## src/rtl/coin_pkg.sv

```systemverilog
// coin_pkg: shared debounce state encodings and default parameter values for the coin path
package coin_pkg;

    typedef enum logic [1:0] {
        ST_IDLE     = 2'd0,
        ST_CONFIRM  = 2'd1,
        ST_INSERTED = 2'd2,
        ST_RELEASE  = 2'd3
    } coin_state_e;

    localparam int DEF_DEBOUNCE_CYCLES = 4;
    localparam int DEF_MIN_GAP         = 2;
    localparam int DEF_PENDING_MAX     = 3;

endpackage

```

## src/rtl/coin_debounce.sv

```systemverilog
// coin_debounce: synchronizes the raw coin sensor and turns each bouncy insertion into one coin_event
module coin_debounce
    import coin_pkg::*;
#(
    parameter int DEBOUNCE_CYCLES = DEF_DEBOUNCE_CYCLES
) (
    input  logic clk,
    input  logic reset,
    input  logic coin_sense,
    output logic coin_event
);

    localparam int CW = $clog2(DEBOUNCE_CYCLES);
    localparam logic [CW-1:0] CNT_LAST = CW'(DEBOUNCE_CYCLES - 1);

    coin_state_e   state_q, state_d;
    logic [CW-1:0] cnt_q, cnt_d;
    logic          s1_q, s1_d, s2_q, s2_d;

    // state, debounce counter and synchronizer registers
    always_ff @(posedge clk or posedge reset) begin
        if (reset) begin
            state_q <= ST_IDLE;
            cnt_q   <= '0;
            s1_q    <= 1'b0;
            s2_q    <= 1'b0;
        end else begin
            state_q <= state_d;
            cnt_q   <= cnt_d;
            s1_q    <= s1_d;
            s2_q    <= s2_d;
        end
    end

    // next state: a level must persist DEBOUNCE_CYCLES synchronized cycles to be accepted
    always_comb begin
        s1_d    = coin_sense;
        s2_d    = s1_q;
        state_d = state_q;
        cnt_d   = cnt_q;
        case (state_q)
            ST_IDLE: begin
                if (s2_q) begin
                    state_d = ST_CONFIRM;
                    cnt_d   = '0;
                end
            end
            ST_CONFIRM: begin
                if (!s2_q) state_d = ST_IDLE;
                else if (cnt_q == CNT_LAST) state_d = ST_INSERTED;
                else cnt_d = cnt_q + 1'b1;
            end
            ST_INSERTED: begin
                if (!s2_q) begin
                    state_d = ST_RELEASE;
                    cnt_d   = '0;
                end
            end
            ST_RELEASE: begin
                if (s2_q) state_d = ST_INSERTED;
                else if (cnt_q == CNT_LAST) state_d = ST_IDLE;
                else cnt_d = cnt_q + 1'b1;
            end
            default: state_d = ST_IDLE;
        endcase
    end

    // event fires in the cycle the insertion is confirmed so the emitter sees it without extra delay
    always_comb begin
        coin_event = (state_q == ST_CONFIRM) && s2_q && (cnt_q == CNT_LAST);
    end

endmodule

```

## src/rtl/coin_acceptor.sv

```systemverilog
// coin_acceptor: buffers debounced coins and emits spaced one-cycle coin pulses, rejecting when full
module coin_acceptor
    import coin_pkg::*;
#(
    parameter int DEBOUNCE_CYCLES = DEF_DEBOUNCE_CYCLES,
    parameter int MIN_GAP         = DEF_MIN_GAP,
    parameter int PENDING_MAX     = DEF_PENDING_MAX
) (
    input  logic                               clk,
    input  logic                               reset,
    input  logic                               coin_sense,
    input  logic                               hold,
    output logic                               coin_out,
    output logic                               reject_out,
    output logic [$clog2(PENDING_MAX+1)-1:0]   pending
);

    localparam int PW = $clog2(PENDING_MAX + 1);
    localparam int GW = $clog2(MIN_GAP + 1);
    localparam logic [PW-1:0] PMAX     = PW'(PENDING_MAX);
    localparam logic [GW-1:0] GAP_INIT = GW'(MIN_GAP);

    logic          coin_event, emit, full;
    logic          coin_out_q, coin_out_d, reject_q, reject_d;
    logic [PW-1:0] pending_q, pending_d;
    logic [GW-1:0] gap_q, gap_d;

    coin_debounce #(.DEBOUNCE_CYCLES(DEBOUNCE_CYCLES)) u_debounce (
        .clk        (clk),
        .reset      (reset),
        .coin_sense (coin_sense),
        .coin_event (coin_event)
    );

    // output, pending and gap registers
    always_ff @(posedge clk or posedge reset) begin
        if (reset) begin
            coin_out_q <= 1'b0;
            reject_q   <= 1'b0;
            pending_q  <= '0;
            gap_q      <= '0;
        end else begin
            coin_out_q <= coin_out_d;
            reject_q   <= reject_d;
            pending_q  <= pending_d;
            gap_q      <= gap_d;
        end
    end

    // a simultaneous event and emit cancel out, so a full buffer only rejects when nothing drains
    always_comb begin
        full       = pending_q == PMAX;
        emit       = !coin_out_q && gap_q == '0 && pending_q != '0 && !hold;
        coin_out_d = emit;
        gap_d      = emit ? GAP_INIT : (gap_q != '0 ? gap_q - 1'b1 : gap_q);
        reject_d   = coin_event && !emit && full;
        pending_d  = (coin_event && !emit && !full) ? pending_q + 1'b1 :
                     (emit && !coin_event)          ? pending_q - 1'b1 : pending_q;
    end

    assign coin_out   = coin_out_q;
    assign reject_out = reject_q;
    assign pending    = pending_q;

endmodule

```

## config.mk

```make
export PLATFORM = sky130hd
export DESIGN_NAME = coin_acceptor
export DESIGN_NICKNAME = d
export VERILOG_FILES = /design/src/rtl/coin_pkg.sv /design/src/rtl/coin_debounce.sv /design/src/rtl/coin_acceptor.sv
export SDC_FILE = /design/constraint.sdc
export NUM_CORES = 1
export LEC_CHECK = 0
export CAP_MARGIN = 20
export CORE_AREA = 2 2 39 41
export CTS_CLUSTER_SIZE = 14
export DETAILED_ROUTE_END_ITERATION = 10
export DIE_AREA = 0 0 41 43
export PLACE_DENSITY = 0.68
export SYNTH_ARGS = -nofsm -noshare
export SYNTH_HDL_FRONTEND = slang
export SYNTH_HIERARCHICAL = 1
export SYNTH_SLANG_ARGS = --single-unit
```

## constraint.sdc

```tcl
create_clock -name clk -period 1.7 [get_ports clk]
set_input_delay 0.255 -clock clk [delete_from_list [all_inputs] [get_ports clk]]
set_output_delay 0.255 -clock clk [all_outputs]
set_load 0.02 [all_outputs]
```

* Word-level counts from Yosys, hierarchy flattened
Cells that the tools add are included.
Storage, ports and cells: bits in registers 12, input bits 4, output and inout bits 4
Operators by class: add/subtract/negate cells 4, eq/ne operators 11, muxes and demuxes 17, reductions and logical operators 22
Operator list (count):
- 2-bit 2-to-1 mux | 15
- 2-bit one-hot mux with 4 select lines | 2
- 1-bit logical AND | 9
- 2-bit == test, second input constant | 4
- 4-bit AND reduction | 2
- 2-bit nonzero test | 4
- 1-bit zero test | 5
- 2-bit by 1-bit adder with 2-bit output, second input constant | 2
- 2-bit zero test | 2
- 2-bit by 1-bit != test with 1-bit output, second input constant | 2
- 2-bit != test, second input constant | 2
- 2-bit by 1-bit subtractor with 2-bit output, second input constant | 2
- 3-bit by 1-bit != test with 1-bit output, second input constant | 1
- 3-bit != test, second input constant | 1
- 2-bit by 1-bit == test with 1-bit output, second input constant | 1

* Longest topological paths before layout
Gate-level depths: netlist of the first run.
word-level depth 8, depth in mapped cells 6, gate-level depth less buffers 6

* By module
The synthesis of the first run kept the hierarchy.
By module, submodules not included:
- coin_acceptor | instances 1, cells an instance 30, area an instance 306.5 um^2, seq. area each 150.1 um^2
- coin_debounce | instances 1, cells an instance 18, area an instance 237.7 um^2, seq. area each 150.1 um^2

* Worst setup path before layout of the first run
OpenSTA, ideal clock, no wires.
kind register to register, from register u_debounce.cnt_q[0], to register pending_q[0], in the netlist pending[0], library setup time 0.129 ns, arrival time 1.410 ns, required time 1.571 ns, slack 0.161 ns, stages on the path, launching flop included 7, path buffers 0, period minus slack after synthesis 1.539 ns, path through dfrtp_1 > ha_1 > nand2_1 > nor3b_1 > nor2b_1 > a31o_1 > a211oi_2
On the way: word-level cells in the longest chain between the ends 5, elaborated cells on any way between the ends 8, those cells by class eq/ne (1); mux (1); reduce/logical (6)
Ends and longest elaborated chain:
- start: declaration | line coin_debounce.sv:17 | logic [CW-1:0] cnt_q, cnt_d;
- start signal: assignment | line coin_debounce.sv:29 | cnt_q <= cnt_d;
- 2-bit == test * | line coin_debounce.sv:70 | coin_event = (state_q == ST_CONFIRM) && s2_q && (cnt_q == CNT_LAST);
- 1-bit logical AND * | line coin_debounce.sv:70
- named net coin_event | line coin_acceptor.sv:23 | logic coin_event, emit, full;
- 1-bit logical AND / 1-bit zero test (equally long branches) | line coin_acceptor.sv:57, coin_acceptor.sv:58
- 1-bit logical AND (on tied branches) | line coin_acceptor.sv:57, coin_acceptor.sv:58
- 2-bit 2-to-1 mux / 2-bit nonzero test (equally long branches)
- end signal: assignment | line coin_acceptor.sv:45 | pending_q <= pending_d;
- end: declaration | line coin_acceptor.sv:25 | logic [PW-1:0] pending_q, pending_d;
The timed path passes the listed nets; every way through them passes the cells marked *. A chain may end at the register's enable or synchronous reset.

* Worst setup path after layout of the first run
from register pending_q[1], in the netlist pending[1], to output port pending[1]
RTL lines:
- end: declaration | line coin_acceptor.sv:15 | output logic [$clog2(PENDING_MAX+1)-1:0] pending
No word-level cell between the ends.

==> results of run 1 <==
[flip-flops by register name (all words and copies together) (netlist names), named ones only]
register	flops
gap_q	2
pending	2
u_debounce/cnt_q	2
coin_out	1
reject_out	1
u_debounce/s1_q	1
u_debounce/s2_q	1
u_debounce/state_q	1
[logic make-up after synthesis]
kind of cell	Yosys count	synth area share (%)
adders and majority gates	2	4.597
and+or+nand+nor	13	13.79
muxes	4	7.586
xor gates and xnor gates	2	3.219
DFF	12	55.17
buffers and inverters	8	6.897
AOI/OAI and AO/OA	7	8.735
[worst paths after layout]
check                      slack (ns)                              end  cells past startpoint                       from
max                              0.10                       pending[1]                      1     pending[1]$_DFFE_PP0P_
min                              0.23  u_debounce/cnt_q[1]$_DFFE_PP0P_                      2                      reset
max reg2reg                      0.17           pending[0]$_DFFE_PP0P_                      5       gap_q[0]$_DFFE_PP0P_
min reg2reg                      0.37        u_debounce/s2_q$_DFF_PP0_                      0  u_debounce/s1_q$_DFF_PP0_
max in group asynchronous        1.27           pending[0]$_DFFE_PP0P_                      2                      reset
min in group clk                 0.37        u_debounce/s2_q$_DFF_PP0_                      0  u_debounce/s1_q$_DFF_PP0_
[area by class of cell]
cell class | count | area [µm²]
Fill cell | 134 | 714.4
Timing Repair Buffer | 8 | 77.57
Tap cell | 16 | 20.02
Multi-Input combinational cell | 28 | 209.0
Clock buffer | 4 | 36.28
Inverter | 7 | 26.28
Sequential cell | 12 | 300.3
[where the power goes]
group          total (W)  internal, W  switching, W
combinational   0.000266     0.000141      0.000125
sequential      0.000400     0.000359     0.0000414
clock           0.000222     0.000130     0.0000916
[repair_timing]
action | CTS | global route
resized for setup | 0 | 1
endpoints found under the setup margin | 0 | 1
buffers inserted | 0 | 0
[through the flow]
| stage | cells | hold slack, ns |
|---|---|---|
| finish | 75 | 0.2265 |
| global route | 75 | 0.2455 |
| CTS | 75 | 0.2365 |
| detailed placement | 71 | 0.3504 |
| global placement | 71 | 0.3397 |
| floorplan | 48 | 0.04596 |
[layer usage]
layer	wire length [µm]	GRT usage, %	up-vias
met5	0	0	-
met4	10	10.00	0
met3	28	1.571	2
met2	412	17.19	6
met1	388	15.59	169
li1	-	-	184
[cell usage in the layout, fill, tap and decap left out]
master and n:
nor3_1 2, o21ai_0 1, nand2_1 2, a211oi_2 1, inv_1 7, nor2_1 3
and2_4 1, mux2_2 1, mux2i_1 3, nor3b_1 2, o21ai_1 1, xor2_1 2
a31o_1 1, clkbuf_4 3, nor2b_1 1, a21oi_1 2, dfrtp_1 12, ha_1 2
clkbuf_8 1, or3b_4 1, o22ai_1 1, nand3b_1 1, buf_4 1, clkdlybuf4s50_1 7
==> metrics.log, run 1 <==
INFO  metric max_freq = 0.6254 GHz
INFO  metric dpl-instance-area = 630.6 µm²
INFO  metric post_synth.cell_area_avg = 11.34 µm²
INFO  metric final_layout_size_suffix_gt1_share = 15.25%
INFO  metric cp_max_fo = 7
INFO  metric post_route_clock_skew = 0.003661 ns
INFO  metric postRouteWirelength = 839 µm
INFO  metric utilization = 48.37%
INFO  metric crit_family = buffers and inverters
INFO  metric totalPowerFinal = 0.0008881 W
INFO  metric initial_utilization = 39.33%
INFO  metric dpl.hpwl = 636 µm
INFO  metric placement_rows = 14
INFO  metric critPathLaunchType = register
INFO  metric dieArea = 0.001763 mm²
INFO  metric yosys-top-cells-area = dfrtp_1 55%, mux2i_1 5.5%, inv_1 4.8%, ha_1 4.6%, xor2_1 3.2%
INFO  metric maxSlewViolCount = 0
INFO  metric worst-endpoint-required = 1.44 ns
INFO  metric postSynth.asyncResetShare = 100.0%
INFO  metric first_pass_grt_wire_length = 1.393 mm
INFO  metric setup_viol = 0
INFO  metric fin_nets = 66
INFO  metric yosysTopAreaCell = dfrtp_1
INFO  metric pre_cts_slack = 0.08225 ns
INFO  metric area_growth = 22.99%
INFO  metric worst_setup_hold_path_clk_slew = 0.08 ns
INFO  metric power-per-cell-area = 1327 mW/mm²
INFO  metric timing.slew.headroom = 83.09%
INFO  metric n_antenna_cell = 0
INFO  metric route.vias.total = 361
INFO  metric slowest_delay = 0.64 ns
INFO  metric ys_seq_elements = 12
INFO  metric max_slew.worst_pin.slew = 0.2517 ns
INFO  metric cap_viol_max_count = 0
INFO  metric hold_viol = 0
INFO  metric gp_congestion = 0.6674
INFO  metric rsz0062_at_grt = false
INFO  metric postRouteAntennaNets = 0
INFO  metric route.detailed.drc = 0
INFO  metric groute.usage.overall = 12.14%
INFO  metric synth.top_cells.by_count = 12 x dfrtp_1, 7 x inv_1, 3 x mux2i_1, 3 x nor2_1
INFO  metric p_leak = 0.3133 nW
INFO  metric fin_tns_setup = 0 ns
INFO  metric status = finished, final reports clean
INFO  metric io_pins = 8
INFO  metric tritoncts_buffers = 3
INFO  metric critical_path.n_buffers_inverters = 1
INFO  metric clock_tree.htree_level_count = 1
INFO  metric final_cell_area = 669.4 µm²
INFO  metric cts.path.max_buffers = 2
INFO  metric first_global_vias = 339
INFO  metric worstHoldPathType = in2async
INFO  metric mapped_area = 544.3 µm²
INFO  metric synthCells = 48
INFO  metric detailedRoute.firstIterationViolations = 4
INFO  metric cts_hold_repair.buffers = 0
INFO  metric min_period_over_period = 94.06%
INFO  metric grt_antenna_before_repair = 0
INFO  metric synthDistinctLibCells = 21
INFO  metric maximum_number_of_pins_on_one_net_before_global_route_repair = 9
INFO  metric post-synth-top-area-fraction = 55.17%
INFO  metric tritoncts_num_sinks = 12
INFO  metric setup_ws = 0.1010 ns
INFO  metric worst_skew_pair.late_latency = 0.26 ns
INFO  metric timing.setup.critical_path_class = reg2out
INFO  metric synth_seq_area_share = 55.17%
INFO  metric drt-pass1-iter-count = 2
INFO  metric synth_most_common_cell = dfrtp_1
INFO  metric postSynthNetCount = 54
INFO  metric dieHeight = 43 µm
INFO  metric numPortBuffers = 7
INFO  metric vdd_ir_drop_max = 0.4942 mV
INFO  metric post_drt_wl_per_cell = 11.19 µm
INFO  metric postSynth.topFlopCell = dfrtp_1
INFO  metric synth-warning-count = 6
INFO  metric route.detailed.vias_per_inst = 4.813
INFO  metric clock_tree_from_tritoncts = built
INFO  metric cpMaxStageDelayCell = clkdlybuf4s50_1
INFO  metric die_w = 41 µm
INFO  metric final.min_clock_period = 1.599 ns
INFO  metric coreArea = 0.001384 mm²
INFO  metric end_kind = output port
INFO  metric worstPathArrival = 1.34 ns
INFO  metric synth_enable_flop_cells = 0
INFO  metric gr_overflow_total = 0
INFO  metric crit_path_cell_trace = clkdlybuf4s50_1
INFO  metric cts_root_buf = clkbuf_4
(Power assumes the default switching activity.)
==> run 2, diff against run 1 <==
--- a/config.mk
+++ b/config.mk
@@ -10,8 +10,7 @@
 export CTS_CLUSTER_SIZE = 14
 export DETAILED_ROUTE_END_ITERATION = 10
 export DIE_AREA = 0 0 41 43
-export PLACE_DENSITY = 0.68
+export PLACE_DENSITY = 0.7
 export SYNTH_ARGS = -nofsm -noshare
 export SYNTH_HDL_FRONTEND = slang
-export SYNTH_HIERARCHICAL = 1
 export SYNTH_SLANG_ARGS = --single-unit
==> metrics.log, run 2 <==
INFO  metric min_period_over_period = 95.79% (+1.7 points)
INFO  metric placement_rows = 14 (unchanged)
INFO  metric cp_max_fo = 8 (+1)
INFO  metric end_kind = output port
INFO  metric crit_path_cell_trace = clkdlybuf4s50_1
INFO  metric dieHeight = 43 µm (unchanged)
INFO  metric dpl.hpwl = 634.2 µm (-0.28%)
INFO  metric clock_tree.htree_level_count = 1 (unchanged)
INFO  metric synth-warning-count = 0 (-6)
INFO  metric postSynthNetCount = 50 (-7.4%)
INFO  metric synth.top_cells.by_count = 12 x dfrtp_1, 4 x inv_1, 3 x nor2_1
INFO  metric hold_viol = 0 (unchanged)
INFO  metric route.vias.total = 360 (-0.28%)
INFO  metric first_global_vias = 383 (+13%)
INFO  metric p_leak = 0.3566 nW (+14%)
INFO  metric hold-worst-slack = 0.2850 ns (+0.05849 ns)
INFO  metric register_area = 300.3 µm² (unchanged)
INFO  metric route.detailed.vias_per_inst = 5.070 (+5.3%)
INFO  metric worst_setup_hold_path_clk_slew = 0.07 ns (about the same)
INFO  metric pre_cts_slack = 0.1892 ns (+0.1069 ns)
INFO  metric setup_ws = 0.07158 ns (-0.02946 ns)
INFO  metric post-synth-top-area-fraction = 53.10% (-2.1 points)
INFO  metric rsz0062_at_grt = false
INFO  metric postSynth.asyncResetShare = 100.0% (unchanged)
INFO  metric layout_commonest_cell = dfrtp_1
INFO  metric post_cts_buffers = 0 (unchanged)
INFO  metric critical_path.n_buffers_inverters = 1 (unchanged)
INFO  metric fillers = 130 (-3.0%)
INFO  metric cts.path.max_buffers = 2 (unchanged)
INFO  metric setup_viol = 0 (unchanged)
INFO  metric n_antenna_cell = 0 (unchanged)
INFO  metric dieArea = 0.001763 mm² (unchanged)
INFO  metric post_synth.cell_area_avg = 12.85 µm² (+13%)
INFO  metric detailedRoute.firstIterationViolations = 3 (-1)
INFO  metric mapped_area = 565.5 µm² (+3.9%)
INFO  metric worst_skew_pair.late_latency = 0.27 ns (about the same)
INFO  metric final.min_clock_period = 1.628 ns (+0.02946 ns)
INFO  metric numPortBuffers = 7 (unchanged)
INFO  metric cts_resized = 0 (unchanged)
INFO  metric gp_congestion = 0.6732 (+0.87%)
INFO  metric power-per-cell-area = 1498 mW/mm² (+13%)
INFO  metric worst-endpoint-required = 1.44 ns (about the same)
INFO  metric cts_root_buf = clkbuf_4
INFO  metric critPathLaunchType = register
INFO  metric post_drt_wl_per_cell = 11.44 µm (+2.2%)
INFO  metric gr_overflow_total = 0 (unchanged)
INFO  metric die_w = 41 µm (unchanged)
INFO  metric clock_tree_from_tritoncts = built
INFO  metric cpMaxStageDelayCell = clkdlybuf4s50_1
INFO  metric maxSlewViolCount = 0 (unchanged)
INFO  metric grt_antenna_before_repair = 0 (unchanged)
INFO  metric crit_family = buffers and inverters
INFO  metric area_taken_by_multi_input_logic_gates = 250.2 µm² (+20%)
INFO  metric timing.setup.critical_path_class = reg2out
INFO  metric postRouteAntennaNets = 0 (unchanged)
INFO  metric tritoncts_buffers = 3 (unchanged)
INFO  metric worstPathArrival = 1.37 ns (+0.03 ns)
INFO  metric postSynth.topFlopCell = dfrtp_1
INFO  metric yosys-top-cells-area = dfrtp_1 53%, ha_1 4.4%, nand4b_4 4.2%, mux2_1 4.0%, nor3b_4 3.3%
INFO  metric groute.usage.overall = 12.64% (+0.50 points)
INFO  metric initial_utilization = 40.87% (+1.5 points)
INFO  metric post_route_clock_skew = 0.001822 ns (-0.001839 ns)
INFO  metric fin_nets = 62 (-6.1%)
INFO  metric coreArea = 0.001384 mm² (unchanged)
INFO  metric synthCells = 44 (-8.3%)
INFO  metric cts_hold_repair.buffers = 0 (unchanged)
INFO  metric fin_tns_setup = 0 ns (unchanged)
INFO  metric synthDistinctLibCells = 23 (+9.5%)
INFO  metric tritoncts_num_sinks = 12 (unchanged)
INFO  metric maximum_number_of_pins_on_one_net_before_global_route_repair = 13 (+4)
INFO  metric route.detailed.drc = 0 (unchanged)
INFO  metric final_layout_size_suffix_gt1_share = 14.55% (-0.71 points)
INFO  metric io_pins = 8 (unchanged)
INFO  metric max_freq = 0.6141 GHz (-1.8%)
INFO  metric postRouteWirelength = 812 µm (-3.2%)
INFO  metric drt-pass1-iter-count = 3 (+1)
INFO  metric synth_most_common_cell = dfrtp_1
INFO  metric area_growth = 22.35%
INFO  metric synth_seq_area_share = 53.10% (-2.1 points)
INFO  metric first_pass_grt_wire_length = 1.469 mm (+5.5%)
INFO  metric synth_enable_flop_cells = 0 (unchanged)
INFO  metric most-common-layout-cells = 12 x dfrtp_1, 7 x clkdlybuf4s50_1, 4 x inv_1
INFO  metric timing.slew.headroom = 70.11% (-13 points)
INFO  metric ys_seq_elements = 12 (unchanged)
INFO  metric yosysTopAreaCell = dfrtp_1
INFO  metric worstHoldPathType = in2async
INFO  metric status = finished, final reports clean
INFO  metric utilization = 50.00% (+1.6 points)
INFO  metric vdd_ir_drop_max = 0.6559 mV (+33%)
INFO  metric slowest_delay = 0.64 ns (about the same)
INFO  metric max_slew.worst_pin.slew = 0.4479 ns (+0.1962 ns)
INFO  metric cap_viol_max_count = 0 (unchanged)
run 2: layout make-up:
class | count | area share, %
tap | 16 | 2.893
multi-input combinational | 28 | 36.17
timing repair buffer | 7 | 10.13
inverter | 4 | 2.170
sequential | 12 | 43.40
clock buffer | 4 | 5.244
run 2: kinds of logic after synthesis:
kind of cell    count (synthesis)  synth area share, %
xor+xnor                        2                3.098
fa+ha+maj                       2                4.424
simple gates                   16                23.68
buf+inv                         4                2.654
mux                             3                5.752
flops                          12                53.10
compound gates                  5                7.303
run 2: path summary, 6_finish.rpt:
path | end | start | cells past startpoint | slack (ns)
setup / recovery | pending[0] | pending[0]$_DFFE_PP0P_ | 1 | 0.07
hold / removal | gap_q[1]$_DFFE_PP0P_ | reset | 2 | 0.28
min in group clk | u_debounce.s2_q$_DFF_PP0_ | u_debounce.s1_q$_DFF_PP0_ | 0 | 0.35
max in group asynchronous | reject_out$_DFF_PP0_ | reset | 2 | 1.11
hold reg to reg | u_debounce.s2_q$_DFF_PP0_ | u_debounce.s1_q$_DFF_PP0_ | 0 | 0.35
setup reg to reg | pending[0]$_DFFE_PP0P_ | gap_q[0]$_DFFE_PP0P_ | 5 | 0.26
run 2: power by group:
group / total (W) / leakage, nW / switching, W / internal, W
Combinational: 0.000358 / 0.184 / 0.000164 / 0.000194
Sequential: 0.000460 / 0.151 / 0.0000848 / 0.000375
Clock: 0.000218 / 0.0210 / 0.0000884 / 0.000130
run 2: stage by stage:
stage	power (W)	cells	area, µm²
4_1_cts	0.001054	71	691.9
3_3_place_gp	0.0008137	67	655.6
5_1_grt	0.001133	71	691.9
6_report	0.001036	71	691.9
3_5_place_dp	0.0008281	67	655.6
2_1_floorplan	0.0007322	44	565.5
run 2: routing by layer:
metal	track usage, %	wire length [µm]	vias to the layer above
li1	-	-	181
met1	14.19	332	170
met5	0	0	-
met2	20.00	442	9
met4	6.000	0	0
met3	4.712	36	0
